--- config.mk ---
export PLATFORM = sky130hd
export DESIGN_NAME = spm_enable_sequencer
export DESIGN_NICKNAME = d
export VERILOG_FILES = /design/src/rtl/spm_enable_sequencer.sv
export SDC_FILE = /design/constraint.sdc
export NUM_CORES = 1
export LEC_CHECK = 0
export CAP_MARGIN = 10
export CORE_MARGIN = 1
export CORE_UTILIZATION = 35
export CTS_CLUSTER_DIAMETER = 30
export DETAILED_ROUTE_END_ITERATION = 8
export PLACE_DENSITY_LB_ADDON = 0.15
export REMOVE_ABC_BUFFERS = 1
export SYNTH_ARGS = -nofsm -noshare
export SYNTH_HDL_FRONTEND = slang
export SYNTH_SLANG_ARGS = --single-unit
--- constraint.sdc ---
create_clock -name mclk -period 2.72 [get_ports mclk]
set_input_delay 0.68 -clock mclk [delete_from_list [all_inputs] [get_ports mclk]]
set_output_delay 0.68 -clock mclk [all_outputs]
set_load 0.005 [all_outputs]
--- src/rtl/spm_enable_sequencer.sv ---
// Loads one protected-module layout, optionally validates it, pulses the enable
// for the Sancus SPM controller and returns OK / bad layout / timeout / violation.
// Optional build macro: SPM_SEQ_LAYOUT_CHECK_EN turns on the layout sanity check.
module spm_enable_sequencer #(
    parameter int TIMEOUT_CYCLES = 16
) (
    input  logic        mclk,
    input  logic        puc_rst,
    input  logic        req_valid,
    output logic        req_ready,
    input  logic [15:0] req_txt_start,
    input  logic [15:0] req_txt_stop,
    input  logic [15:0] req_data_start,
    input  logic [15:0] req_data_stop,
    output logic [15:0] spm_r12,
    output logic [15:0] spm_r13,
    output logic [15:0] spm_r14,
    output logic [15:0] spm_r15,
    output logic        spm_enable,
    input  logic        spm_enabled,
    input  logic        spm_violation,
    output logic        rsp_valid,
    input  logic        rsp_ready,
    output logic [1:0]  rsp_status,
    output logic        busy
);

    localparam int CW = $clog2(TIMEOUT_CYCLES + 1);

    localparam logic [1:0] ST_OK        = 2'b00;
    localparam logic [1:0] ST_BAD_LAYOUT = 2'b01;
    localparam logic [1:0] ST_TIMEOUT   = 2'b10;
    localparam logic [1:0] ST_VIOLATION = 2'b11;

    typedef enum logic [2:0] {
        S_IDLE  = 3'd0,
        S_CHECK = 3'd1,
        S_PULSE = 3'd2,
        S_WAIT  = 3'd3,
        S_RESP  = 3'd4
    } state_t;

    state_t            state_reg;
    state_t            state_next;
    logic [3:0][15:0]  layout_in;
    logic [3:0][15:0]  layout_reg;
    logic [CW-1:0]     cnt_reg;
    logic [1:0]        status_reg;
    logic              accept;
    logic              layout_ok;
    logic              timeout_hit;

    assign accept      = (state_reg == S_IDLE) && req_valid;
    assign timeout_hit = (cnt_reg == '0);

    assign layout_in[0] = req_txt_start;
    assign layout_in[1] = req_txt_stop;
    assign layout_in[2] = req_data_start;
    assign layout_in[3] = req_data_stop;

    // Layout words are only replaced by a newly accepted descriptor.
    generate
        for (genvar gi = 0; gi < 4; gi++) begin : g_layout
            always_ff @(posedge mclk) begin
                if (puc_rst) begin
                    layout_reg[gi] <= 16'h0000;
                end else if (accept) begin
                    layout_reg[gi] <= layout_in[gi];
                end
            end
        end
    endgenerate

    assign spm_r12 = layout_reg[0];
    assign spm_r13 = layout_reg[1];
    assign spm_r14 = layout_reg[2];
    assign spm_r15 = layout_reg[3];

`ifdef SPM_SEQ_LAYOUT_CHECK_EN
    // Stops are exclusive; both ranges must be non-empty and disjoint.
    logic txt_empty;
    logic data_empty;
    logic overlap;
    assign txt_empty  = (layout_reg[0] >= layout_reg[1]);
    assign data_empty = (layout_reg[2] >= layout_reg[3]);
    assign overlap    = (layout_reg[0] < layout_reg[3]) && (layout_reg[2] < layout_reg[1]);
    assign layout_ok  = !txt_empty && !data_empty && !overlap;
`else
    // Layout errors are left to the controller (violation or timeout).
    assign layout_ok = 1'b1;
`endif

    // State register
    always_ff @(posedge mclk) begin
        if (puc_rst) begin
            state_reg <= S_IDLE;
        end else begin
            state_reg <= state_next;
        end
    end

    // Next-state logic
    always_comb begin
        state_next = state_reg;
        case (state_reg)
            S_IDLE: begin
                if (req_valid) begin
                    state_next = S_CHECK;
                end
            end
            S_CHECK: begin
                state_next = layout_ok ? S_PULSE : S_RESP;
            end
            S_PULSE: begin
                state_next = S_WAIT;
            end
            S_WAIT: begin
                if (spm_violation || spm_enabled || timeout_hit) begin
                    state_next = S_RESP;
                end
            end
            S_RESP: begin
                if (rsp_ready) begin
                    state_next = S_IDLE;
                end
            end
            default: begin
                state_next = S_IDLE;
            end
        endcase
    end

    // Output logic
    always_comb begin
        req_ready  = 1'b0;
        spm_enable = 1'b0;
        rsp_valid  = 1'b0;
        busy       = 1'b1;
        case (state_reg)
            S_IDLE: begin
                req_ready = 1'b1;
                busy      = 1'b0;
            end
            S_PULSE: begin
                spm_enable = 1'b1;
            end
            S_RESP: begin
                rsp_valid = 1'b1;
            end
            default: begin
                busy = 1'b1;
            end
        endcase
    end

    // Timeout budget: loaded with TIMEOUT_CYCLES, so WAIT lasts TIMEOUT_CYCLES+1 idle cycles.
    always_ff @(posedge mclk) begin
        if (puc_rst) begin
            cnt_reg <= '0;
        end else if (state_reg == S_PULSE) begin
            cnt_reg <= CW'(TIMEOUT_CYCLES);
        end else if ((state_reg == S_WAIT) && !spm_violation && !spm_enabled && !timeout_hit) begin
            cnt_reg <= cnt_reg - CW'(1);
        end
    end

    // Status is captured on the transition into RESP and held until the next result.
    always_ff @(posedge mclk) begin
        if (puc_rst) begin
            status_reg <= ST_OK;
        end else if ((state_reg == S_CHECK) && !layout_ok) begin
            status_reg <= ST_BAD_LAYOUT;
        end else if (state_reg == S_WAIT) begin
            if (spm_violation) begin
                status_reg <= ST_VIOLATION;
            end else if (spm_enabled) begin
                status_reg <= ST_OK;
            end else if (timeout_hit) begin
                status_reg <= ST_TIMEOUT;
            end
        end
    end

    assign rsp_status = status_reg;

endmodule

==> load_flow_metrics.sql, run 1 <==
INSERT INTO impl_metrics (metric_group, metric, value, unit) VALUES
('run_status', 'status', 'complete, no violations', ''),
('timing', 'report.final.hold_viol_count', '0', ''),
('setup_path', 'critical_path_class', 'reg2out', ''),
('setup_path', 'critical_path.max_stage_delay', '0.54', 'ns'),
('setup_path', 'critPathLaunchType', 'flop', ''),
('setup_path', 'crit_path_cell_trace', 'or3b_2 > inv_1 > clkdlybuf4s50_1', ''),
('setup_path', 'timing.critical_path.slowest_stage_cell', 'sky130_fd_sc_hd__or3b_2', ''),
('pwr', 'vdd_drop_max', '0.000457', 'V'),
('timing', 'fin_setup_tns', '0', 'ns'),
('cts', 'clkLatencyLatePin', '0.33', 'ns'),
('synthesis', 'synth_xor_xnor_area_share', '0.00307', ''),
('cts', 'htree_num_levels', '3', ''),
('pwr', 'power_after_layout', '2.83', 'mW'),
('floorplanning', 'design.portCount', '140', ''),
('grt', 'busiest_layer_in_global_routing', 'met2', ''),
('final_layout', 'final_net_count', '544', ''),
('pwr', 'p_per_area', '641', 'nW/um^2'),
('synthesis', 'synth_simple_gate_area_frac', '0.239', ''),
('synthesis', 'syn_avg_cell_area', '8.24', 'um^2'),
('synthesis', 'complex_gate_fraction_of_the_synthesized_area', '0.146', ''),
('timing', 'grt_setup_unrepaired', 'no', ''),
('setup_path', 'critical_path.endpoint_type', 'output port', ''),
('place', 'post_dp_cell_area', '4200', 'um^2'),
('setup_path', 'cp.required', '2.04', 'ns'),
('route', 'drt_pre_antenna_iters', '4', ''),
('timing', 'min_period_over_period', '0.971', ''),
('synthesis', 'netlist.top_cell.by_area', 'sky130_fd_sc_hd__dfxtp_1', ''),
('setup_path', 'worst-path-buf-inv', '2', ''),
('synthesis', 'syn_std_cell_area', '2850', 'um^2'),
('synthesis', 'synth_enable_flop_cells', '0', ''),
('place', 'io_buffers', '139', ''),
('synthesis', 'synthAdderAreaFrac', '0.00439', ''),
('cts', 'postCtsSetupBuffers', '0', ''),
('synthesis', 'yosys-mux-area-fraction', '0.00702', ''),
('timing', 'max_freq', '379', 'MHz'),
('final_layout', 'utilization', '0.566', ''),
('floorplanning', 'die_x', '92.3', 'um'),
('grt', 'first_global_vias', '2377', ''),
('floorplanning', 'initial_core_util', '0.365', ''),
('timing', 'slew_headroom', '0.546', ''),
('floorplanning', 'placement_rows', '32', ''),
('grt', 'grt_antenna_before_repair', '0', ''),
('floorplanning', 'core_area', '7810', 'um^2'),
('floorplanning', 'die_area', '8520', 'um^2'),
('synthesis', 'cells_after_synth', '346', ''),
('grt', 'global_route.usage.met1', '0.228', ''),
('timing', 'final.setup.worst_slack', '0.0797', 'ns'),
('cts', 'cts_tree', 'yes', ''),
('cts', 'total_cts_buffers', '9', ''),
('grt', 'grt.overflow.total', '0', ''),
('grt', 'global_route.usage.total', '0.175', ''),
('timing', 'finalClockSkew', '0.00822', 'ns'),
('timing', 'final_setup_violation_count', '0', ''),
('synthesis', 'synth.yosys.seq_area_share', '0.519', ''),
('final_layout', 'area_delta_synth_final', '54.8', '%'),
('synthesis', 'ys_async_sr_fraction', '0', ''),
('cts', 'clock-sinks', '74', ''),
('floorplanning', 'fp.dieH', '92.3', 'um'),
('route', 'drtIter0Drc', '66', ''),
('setup_path', 'worst_ep_arrival_time', '1.96', 'ns'),
('place', 'hpwl', '5040', 'um'),
('final_layout', 'antenna_diode_count', '0', ''),
('route', 'wl_per_cell', '12.8', 'um'),
('final_layout', 'stdcell_area', '4420', 'um^2'),
('route', 'drtAntennaViolNets', '0', ''),
('timing', 'worstMarginPinSlew', '0.681', 'ns'),
('timing', 'finalMaxSlewViolations', '0', ''),
('worst_hold_path', 'worst_min_delay_path_category', 'reg2reg', ''),
('cts', 'cts_root_buf', 'sky130_fd_sc_hd__clkbuf_8', ''),
('synthesis', 'synthFlopType', 'sky130_fd_sc_hd__dfxtp_1', ''),
('grt', 'use_met3', '0.0439', '');
-- stage by stage --
step / cells / hold slack (ns)
floorplan: 320 / 0.442
global placement: 564 / 0.440
detailed placement: 564 / 0.446
CTS: 579 / 0.456
global route: 579 / 0.472
finish: 579 / 0.453
-- worst reg2reg max path: stages, from the launching register on --
cell and delay, ns:
sky130_fd_sc_hd__dfxtp_1 0.41, sky130_fd_sc_hd__or4b_4 0.89, sky130_fd_sc_hd__nand2_1 0.21, sky130_fd_sc_hd__a21oi_1 0.08
-- cells in the mapped netlist, drive strengths merged (3+ instances only) --
cell    count
nand2     130
inv         6
nand2b      4
clkbuf      9
a21oi      69
dfxtp      74
o31ai       3
buf        17
-- layer usage --
metal,up-vias,wire (um),share of wire
met5,-,0,0
met4,0,116,0.016
met3,8,453,0.061
met2,84,3410,0.46
met1,1209,3430,0.46
li1,1385,-,-
-- path summary, 6_finish.rpt --
check	startpoint	to	depth (start not counted)
max	state_reg[1]	spm_enable	3
max reg2reg	state_reg[2]	spm_r14[7]	3
min reg2reg	spm_r15[6]	spm_r15[6]	2
min	spm_r15[6]	spm_r15[6]	2
-- logic make-up (layout without fill, tap and decap cells) --
family                     after synthesis  in the layout
xor gates and xnor gates                 1              1
AOI/OAI and AO/OA                       79             79
and+or+nand+nor                        157            157
muxes                                    2              2
adders and majority gates                1              1
DFF                                     74             74
buffers and inverters                   32            163
-- power breakdown --
part	total, mW	switching (mW)	leakage (nW)	internal [mW]
logic	0.658	0.287	0.902	0.371
clock network	0.918	0.383	0.112	0.535
registers	1.26	0.0649	0.606	1.19
-- placed cells by master, fill, tap and decap left out, types with 3 or more instances in the layout --
| cell type | Yosys | layout |
|---|---|---|
| sky130_fd_sc_hd__clkdlybuf4s50_1 | 0 | 138 |
| sky130_fd_sc_hd__nand2_1 | 130 | 130 |
| sky130_fd_sc_hd__dfxtp_1 | 74 | 74 |
| sky130_fd_sc_hd__a21oi_1 | 69 | 69 |
| sky130_fd_sc_hd__clkbuf_8 | 0 | 10 |
| sky130_fd_sc_hd__inv_1 | 6 | 6 |
| sky130_fd_sc_hd__nand2b_1 | 4 | 4 |
| sky130_fd_sc_hd__o31ai_1 | 3 | 3 |
-- final cells by class --
type	count	area, um^2
clock buffer	10	138
clock inverter	5	78.8
fill	783	3390
inverter	6	22.5
multi-input combinational	240	1150
sequential	74	1480
tap	102	128
timing repair buffer	142	1420
No activity file was read; power rests on OpenSTA's default activity.
==> inputs of run 2 (changes only) <==
clock period = 3.23 ns   (was 2.72 ns; I/O delays follow)
==> run 2 against run 1 <==
Effect of this change:
- die area stayed put
- sequential share of layout area is 0.34 points higher
- critical path type unchanged
- clock power is 30% lower
- non-clock buffer count is 1 lower
- clock skew is 0.0013 ns higher
- flip-flop and latch count stayed put
==> load_flow_metrics.sql, run 2 (synthesized netlist as in run 1, its figures left out) <==
INSERT INTO impl_metrics (metric_group, metric, value, unit) VALUES
('run_status', 'status', 'complete, no violations', ''),
('pwr', 'vdd_drop_max', '0.000387', 'V'),
('cts', 'clock-sinks', '74', ''),
('place', 'hpwl', '5060', 'um'),
('worst_hold_path', 'worst_min_delay_path_category', 'reg2reg', ''),
('timing', 'slew_headroom', '0.522', ''),
('cts', 'cts_root_buf', 'sky130_fd_sc_hd__clkbuf_8', ''),
('floorplanning', 'fp.dieH', '92.3', 'um'),
('setup_path', 'critical_path.endpoint_type', 'output port', ''),
('timing', 'post-route-min-period', '2.75', 'ns'),
('worst_hold_path', 'timing.hold.worst_path_depth', '2', ''),
('floorplanning', 'initial_core_util', '0.365', ''),
('cts', 'total_cts_buffers', '9', ''),
('timing', 'min_period_over_period', '0.850', ''),
('final_layout', 'layout_commonest_cell', 'sky130_fd_sc_hd__clkdlybuf4s50_1', ''),
('route', 'drtIter0Drc', '96', ''),
('cts', 'clk_transition_reported_paths', '0.08', 'ns'),
('timing', 'grt_setup_unrepaired', 'no', ''),
('setup_path', 'critPathLaunchType', 'flop', ''),
('job', 'drv_cap', '0', ''),
('setup_path', 'cp.required', '2.42', 'ns'),
('floorplanning', 'placement_rows', '32', ''),
('final_layout', 'filler_cell_count', '747', ''),
('place', 'post_dp_cell_area', '4190', 'um^2'),
('final_layout', 'area_delta_synth_final', '53.2', '%'),
('setup_path', 'rr_worst_depth', '3', ''),
('timing', 'max_freq', '364', 'MHz'),
('setup_path', 'critical_path_class', 'reg2out', ''),
('cts', 'clkLatencyLatePin', '0.33', 'ns'),
('timing', 'finalMaxSlewViolations', '0', ''),
('timing', 'worstMarginPinSlew', '0.717', 'ns'),
('floorplanning', 'die_x', '92.3', 'um'),
('route', 'wl_per_cell', '12.9', 'um'),
('grt', 'first_global_vias', '2541', ''),
('route', 'drcViolationCount', '0', ''),
('route', 'via_count', '2658', ''),
('grt', 'grt_max_degree', '65', ''),
('setup_path', 'largest_driver_fanout_on_the_critical_path', '9', ''),
('final_layout', 'antenna_diode_count', '0', ''),
('pwr', 'power_after_layout', '2.26', 'mW'),
('grt', 'global_route.usage.total', '0.181', ''),
('final_layout', 'stdcell_area', '4370', 'um^2'),
('pwr', 'total_leakage_power', '1.58', 'nW'),
('place', 'place.gp.congestion', '0.860', ''),
('floorplanning', 'die_area', '8520', 'um^2'),
('route', 'number_of_vias_per_cell', '4.59', ''),
('floorplanning', 'core_area', '7810', 'um^2'),
('route', 'drtAntennaViolNets', '0', ''),
('floorplanning', 'design.portCount', '140', ''),
('setup_path', 'worst_ep_arrival_time', '1.94', 'ns'),
('route', 'routed_wl', '7470', 'um'),
('grt', 'grt_first_pass_wirelength', '12300', 'um'),
('cts', 'htree_num_levels', '3', ''),
('timing', 'report.final.hold_viol_count', '0', ''),
('route', 'drt_pre_antenna_iters', '4', ''),
('grt', 'grt_antenna_before_repair', '0', ''),
('cts', 'cts-root-to-sink-buffers', '2', ''),
('final_layout', 'layout-drive-gt1-share', '0.0524', ''),
('cts', 'cts_tree', 'yes', ''),
('cts', 'cts_hold_buf', '0', ''),
('cts', 'postCtsSetupBuffers', '0', ''),
('pwr', 'p_per_area', '516', 'nW/um^2'),
('cts', 'cts_resized', '0', ''),
('place', 'io_buffers', '139', ''),
('timing', 'final_setup_violation_count', '0', ''),
('final_layout', 'layout_common_cells', 'sky130_fd_sc_hd__clkdlybuf4s50_1, sky130_fd_sc_hd__nand2_1, sky130_fd_sc_hd__dfxtp_1', ''),
('timing', 'finalClockSkew', '0.00947', 'ns'),
('grt', 'grt.overflow.total', '0', ''),
('final_layout', 'utilization', '0.560', ''),
('final_layout', 'final_net_count', '543', '');
run 2: cell types whose count changed in the layout (fill, tap and decap cells not counted):
cell / before / now
sky130_fd_sc_hd__clkinvlp_4: 0 / 4
sky130_fd_sc_hd__bufinv_16: 2 / 0
sky130_fd_sc_hd__clkinv_2: 2 / 0
sky130_fd_sc_hd__buf_4: 2 / 1
sky130_fd_sc_hd__clkbuf_1: 0 / 1
sky130_fd_sc_hd__clkinv_4: 1 / 0
sky130_fd_sc_hd__inv_6: 0 / 1
run 2: worst paths after layout:
path / from / endpoint / slack (ns)
max reg2reg: state_reg[2] / spm_r15[15] / 1.51
max: state_reg[1] / spm_enable / 0.48
min reg2reg: spm_r14[9] / spm_r14[9] / 0.46
min: spm_r14[9] / spm_r14[9] / 0.46
run 2: per-layer routing:
layer,track usage,up-vias,routed length [um]
met4,0.0508,0,36
met5,0,-,0
li1,-,1386,-
met1,0.232,1182,3470
met3,0.0439,2,449
met2,0.300,88,3520
run 2: per-stage QoR:
| step | instances | setup TNS (ns) | hold slack, ns | setup WS (ns) |
|---|---|---|---|---|
| 2_1_floorplan | 320 | -172.65 | 0.442 | -2.70 |
| 3_3_place_gp | 563 | 0 | 0.441 | 0.745 |
| 3_5_place_dp | 563 | 0 | 0.446 | 0.696 |
| 4_1_cts | 579 | 0 | 0.456 | 0.456 |
| 5_1_grt | 579 | 0 | 0.474 | 0.395 |
| 6_report | 579 | 0 | 0.455 | 0.484 |
run 2: layout make-up:
| cell class | count | area (um^2) | share of cell area |
|---|---|---|---|
| timing repair buffer | 141 | 1410 | 0.323 |
| multi-input combinational | 240 | 1150 | 0.262 |
| sequential | 74 | 1480 | 0.339 |
| clock buffer | 11 | 141 | 0.0323 |
| clock inverter | 5 | 38.8 | 0.00887 |
| inverter | 6 | 22.5 | 0.00515 |
| tap | 102 | 128 | 0.0292 |
run 2: worst max-delay path, cell delays in order, from the launching register on:
cell	delay, ns
sky130_fd_sc_hd__dfxtp_1	0.51
sky130_fd_sc_hd__or3b_2	0.54
sky130_fd_sc_hd__inv_1	0.08
sky130_fd_sc_hd__clkdlybuf4s50_1	0.49
run 2: where the power goes:
group / internal [mW] / leakage [nW] / switching (mW)
combinational: 0.312 / 0.897 / 0.240
clock: 0.303 / 0.0782 / 0.344
sequential: 1.00 / 0.606 / 0.0550
total: 1.62 / 1.58 / 0.639
==> inputs of run 3 (changes only) <==
CAP_MARGIN = not set   (was 10)
==> results of run 3 <==
No change in the layout: final DEF, timing and power equal those of run 2.
